--- src/rtl/cache_mem_arbiter.sv ---
// cache_mem_arbiter
// Shares the single line-wide memory port between the I-cache and D-cache miss
// paths. The D-cache has fixed priority. A streak counter stops the D-cache from
// starving a waiting I-cache. A grant is held until the adaptor responds. One
// dead DONE cycle follows each grant so the served cache can drop its request.
module cache_mem_arbiter #(
  parameter int LINE_W       = 256,
  parameter int ADDR_W       = 32,
  parameter int MAX_D_STREAK = 4
) (
  input  logic              clk,
  input  logic              reset_n,
  // I-cache side
  input  logic              arb_icache_read,
  input  logic              arb_icache_write,
  input  logic [ADDR_W-1:0] arb_icache_address,
  input  logic [LINE_W-1:0] arb_icache_wdata,
  output logic              arb_icache_resp,
  output logic [LINE_W-1:0] arb_icache_rdata,
  // D-cache side
  input  logic              arb_dcache_read,
  input  logic              arb_dcache_write,
  input  logic [ADDR_W-1:0] arb_dcache_address,
  input  logic [LINE_W-1:0] arb_dcache_wdata,
  output logic              arb_dcache_resp,
  output logic [LINE_W-1:0] arb_dcache_rdata,
  // Adaptor side
  output logic              arb_mem_read,
  output logic              arb_mem_write,
  output logic [ADDR_W-1:0] arb_mem_address,
  output logic [LINE_W-1:0] arb_mem_wdata,
  input  logic              arb_mem_resp,
  input  logic [LINE_W-1:0] arb_mem_rdata
);

  localparam int                  STREAK_W   = $clog2(MAX_D_STREAK + 1);
  localparam logic [STREAK_W-1:0] STREAK_MAX = STREAK_W'(MAX_D_STREAK);

  typedef enum logic [1:0] {IDLE, GRANT_I, GRANT_D, DONE} state_t;

  state_t              state;
  logic [STREAK_W-1:0] streak;   // D grants taken back-to-back while I waited
  logic                req_i;
  logic                req_d;
  logic                pick_d;

  assign req_i  = arb_icache_read | arb_icache_write;
  assign req_d  = arb_dcache_read | arb_dcache_write;
  // D wins unless I is waiting and D has already used up its streak.
  assign pick_d = req_d && (!req_i || (streak < STREAK_MAX));

  // Arbitration state machine and starvation-guard streak counter.
  // NOTE: sequential state uses non-blocking assignments so every flop samples pre-edge values.
  always_ff @(posedge clk or negedge reset_n) begin
    if (!reset_n) begin
      state  <= IDLE;
      streak <= '0;
    end else begin
      case (state)
        IDLE: begin
          if (pick_d) begin
            state <= GRANT_D;
            if (!req_i)
              streak <= '0;
            else if (streak != STREAK_MAX)
              streak <= streak + STREAK_W'(1);
          end else if (req_i) begin
            state  <= GRANT_I;
            streak <= '0;
          end
        end
        GRANT_I, GRANT_D: begin
          if (arb_mem_resp)
            state <= DONE;
        end
        DONE:    state <= IDLE;
        default: state <= IDLE;
      endcase
    end
  end

  // Route the granted cache onto the memory port; idle, done and reset drive zeros.
  // NOTE: every output gets a default first so no path leaves it unassigned (no latch).
  always_comb begin
    arb_mem_read    = 1'b0;
    arb_mem_write   = 1'b0;
    arb_mem_address = '0;
    arb_mem_wdata   = '0;
    arb_icache_resp = 1'b0;
    arb_dcache_resp = 1'b0;
    case (state)
      GRANT_I: begin
        arb_mem_read    = arb_icache_read;
        arb_mem_write   = arb_icache_write;
        arb_mem_address = arb_icache_address;
        arb_mem_wdata   = arb_icache_wdata;
        arb_icache_resp = arb_mem_resp;
      end
      GRANT_D: begin
        arb_mem_read    = arb_dcache_read;
        arb_mem_write   = arb_dcache_write;
        arb_mem_address = arb_dcache_address;
        arb_mem_wdata   = arb_dcache_wdata;
        arb_dcache_resp = arb_mem_resp;
      end
      default: ;
    endcase
  end

  // Read data is broadcast; the per-cache resp is the only qualifier.
  assign arb_icache_rdata = arb_mem_rdata;
  assign arb_dcache_rdata = arb_mem_rdata;

endmodule

--- config.mk ---
export PLATFORM = sky130hd
export DESIGN_NAME = cache_mem_arbiter
export DESIGN_NICKNAME = d
export VERILOG_FILES = /design/src/rtl/cache_mem_arbiter.sv
export SDC_FILE = /design/constraint.sdc
export NUM_CORES = 1
export LEC_CHECK = 0
export CORE_AREA = 2 2 643 645
export CTS_BUF_LIST = sky130_fd_sc_hd__clkbuf_8 sky130_fd_sc_hd__clkbuf_16
export CTS_CLUSTER_DIAMETER = 80
export CTS_CLUSTER_SIZE = 28
export DETAILED_ROUTE_END_ITERATION = 10
export DIE_AREA = 0 0 645 647
export GPL_TIMING_DRIVEN = 0
export SLEW_MARGIN = 20
export SYNTH_ARGS = -nofsm -noshare
export SYNTH_HDL_FRONTEND = slang
export SYNTH_SLANG_ARGS = --single-unit
export TNS_END_PERCENT = 5
--- constraint.sdc ---
create_clock -name clk -period 5.3 [get_ports clk]
set_input_delay 1.59 -clock clk [delete_from_list [all_inputs] [get_ports clk]]
set_output_delay 1.59 -clock clk [all_outputs]
set_load 0.02 [all_outputs]
==> results_dict.tcl <==
set metrics [dict create \
    outcome "finished with violations" \
    failed_checks "setup timing" \
    placed_cell_area_sq_um 29600 \
    r2r_end "state[1]" \
    arrival_worst_endpoint_ns 3.80 \
    cts_buffers 3 \
    synth.yosys.seq_area_share_pct 1.42 \
    final_cell_area_sq_um 30200 \
    post-cts-setup-buffers 0 \
    final_cell_count_no_fill 8283 \
    grt_pass1_vias 15100 \
    cellLeakagePower_nw 9.46 \
    clk_path_buf_depth 2 \
    ys_types 21 \
    power-per-cell-area_nw_per_um2 423 \
    post-route-min-period_ns 5.39 \
    crit_fanout 1 \
    worst-slew-pin-transition_ns 1.23 \
    synth-edff-count 0 \
    die-area_sq_um 417000 \
    timing_hold_violations_final 0 \
    mappedNetlistNets 2065 \
    critical_path_type "in2out" \
    place.port_buffers 1386 \
    ant_nets 0 \
    core_area_sq_um 411000 \
    gp_congestion 1.19 \
    critical_path_endpoint "arb_mem_wdata[153]" \
    synth.yosys.warnings 0 \
    drcViolationCount 0 \
    floorplan.initialDensity_pct 2.15 \
    numPlacedInstances 8086 \
    synthTopCellsByCount "sky130_fd_sc_hd__buf_4 (512), sky130_fd_sc_hd__a22oi_1 (290), sky130_fd_sc_hd__nor2b_1 (290)" \
    endpoint_kind "output pin" \
    most_instantiated_library_cell_after_synthesis "sky130_fd_sc_hd__buf_4" \
    power.ir.vdd_worst_mv 0.302 \
    dr_total_vias 18300 \
    finClkSkew_ns 0.00245 \
    design.final.nets 3461 \
    cts.clk_slew.worst_paths_ns 0.03 \
    post_drt_wl_per_cell_um 45.3 \
    postSynthCellCount 1221 \
    avgSynthCellArea_sq_um 7.23 \
    clkSinkCount 5 \
    fmax_ghz 0.185 \
    crit_start "arb_dcache_wdata[153]" \
    timing.final.ws_setup_ns -0.0909 \
    grt.overflow.total 0 \
    cts-root-buf "sky130_fd_sc_hd__clkbuf_16" \
    area_growth_pct 242 \
    timing.reg2reg.setup_slack_ns 3.56 \
    worst_r2r_path_depth 5 \
    timing.critical_path.from_type "primary input" \
    maxCapViolations 0 \
    type_of_the_worst_min_delay_path "reg2reg" \
    detailedRoute.firstPassIterationCount 7 \
    post_cts_hold_buffer_count 0 \
    clk-insertion-delay-late_ns 0.23 \
    boundaryPins 1643 \
    synth.largest_area_cell "sky130_fd_sc_hd__buf_4" \
    routed_wirelength_mm 375 \
    tritoncts "built" \
    drt-initial-drc-count 2127 \
    htree_num_levels 1 \
    share_of_synthesized_flip_flops_with_an_asynchronous_set_or_reset_pct 100 \
    synth.area.top_cells "sky130_fd_sc_hd__buf_4 (44%), sky130_fd_sc_hd__a22oi_1 (25%), sky130_fd_sc_hd__nor2b_1 (21%)" \
    grt_antenna_before_repair 406 \
    max-slew-margin-rel_pct 17.9 \
    global_route.usage.total_pct 17.2 \
    dp.final_hpwl_mm 361 \
    die_x_um 645 \
    timing.final.crit_share_pct 102 \
    synth.cell_area_sq_um 8830 \
    synth_flop_cell "sky130_fd_sc_hd__dfrtp_1" \
    crit-reg2reg-launch "state[1]" \
    report.final.setup_viol 3 \
    grt_max_degree 11 \
    placementRows 236 \
    viasPerCell 2.21 \
    layout_cells_sized_above_1_pct 22.7 \
    pre_cts_slack_ns -0.0351 \
    required_ns 3.71 \
    synth_seq_cells 5 \
    fraction_of_synthesized_cell_area_taken_by_the_top_area_cell_type_pct 43.5 \
    final-max-slew-violation-count 0 \
    fin_util_pct 7.34 \
    fp.dieH_um 647 \
    wire_length_of_the_first_global_routing_pass_mm 405 \
]
==> cells in the final DEF, fill, tap and decap left out, drive strengths merged, types with 3 or more instances in the layout <==
cell,instances
diode,193
clkbuf,32
dlygate4sd2,3
inv,6
nor2b,290
ha,5
dfrtp,5
clkdlybuf4s50,1381
buf,584
a22oi,290
==> critical path, cell delays in order <==
cell and delay, ns:
sky130_fd_sc_hd__clkdlybuf4s50_1 0.51, sky130_fd_sc_hd__a22oi_1 0.78, sky130_fd_sc_hd__nor2b_1 0.15, sky130_fd_sc_hd__clkdlybuf4s50_1 0.76
==> what timing repair did <==
| action | in CTS | in global routing |
|---|---|---|
| gates resized for setup | 4 | 4 |
| pin swaps | 0 | 0 |
| setup endpoints to repair | 4 | 3 |
==> through the flow <==
| step | hold slack [ns] | setup TNS [ns] | power, mW |
|---|---|---|---|
| 5_1_grt | 0.562 | -0.00264 | 13.2 |
| 6_report | 0.547 | -0.182 | 12.8 |
| 3_3_place_gp | 0.518 | -2.79 | 12.6 |
| 2_1_floorplan | 0.491 | 0 | 5.03 |
| 3_5_place_dp | 0.539 | -0.0682 | 12.7 |
| 4_1_cts | 0.546 | 0 | 12.9 |
==> report_power, final <==
part / total, mW / internal, mW / switching (mW)
sequential: 0.0700 / 0.0561 / 0.0140
clock: 0.124 / 0.0979 / 0.0266
combinational: 12.6 / 4.43 / 8.14
==> state kept, by name, indices dropped and copies added, names as in the netlist <==
register	flops
streak	3
state	2
==> layout make-up <==
type	instances	area, sq um
sequential	5	125
timing repair buffer	1391	13900
multi-input combinational	603	4200
clock inverter	1	3.75
tap	5474	6850
inverter	5	18.8
buffer	608	4500
clock buffer	3	75.1
fill	48400	381000
antenna	193	483
==> metal layers <==
layer  routed length [um]  share of wire (%)  global-route usage [%]
met2               178000                 47                    28.8
met1               118000                 31                    15.6
met5                 1590               0.42                   0.775
met4                13100                3.5                    5.66
met3                65200                 17                    13.8
==> cell families (layout without fill, tap and decap cells) <==
family,count (synthesis),count (layout),synth area share (%)
AOI/OAI and AO/OA,300,300,25.7
adders and majority gates,5,5,0.709
buffers and inverters,613,2008,51.1
DFF,5,5,1.42
muxes,1,1,0.170
other,0,193,0
and+or+nand+nor,297,297,21.0
==> worst min-delay path by stage <==
| stage | startpoint | endpoint | cells after the start |
|---|---|---|---|
| finish | streak[1] | streak[1] | 1 |
| global route | streak[1] | streak[1] | 1 |
| CTS | streak[2] | streak[2] | 1 |
| detailed placement | streak[2] | streak[2] | 1 |
| global placement | streak[2] | streak[2] | 1 |
| floorplan | streak[2] | streak[2] | 1 |
No activity file was read; power rests on OpenSTA's default activity.
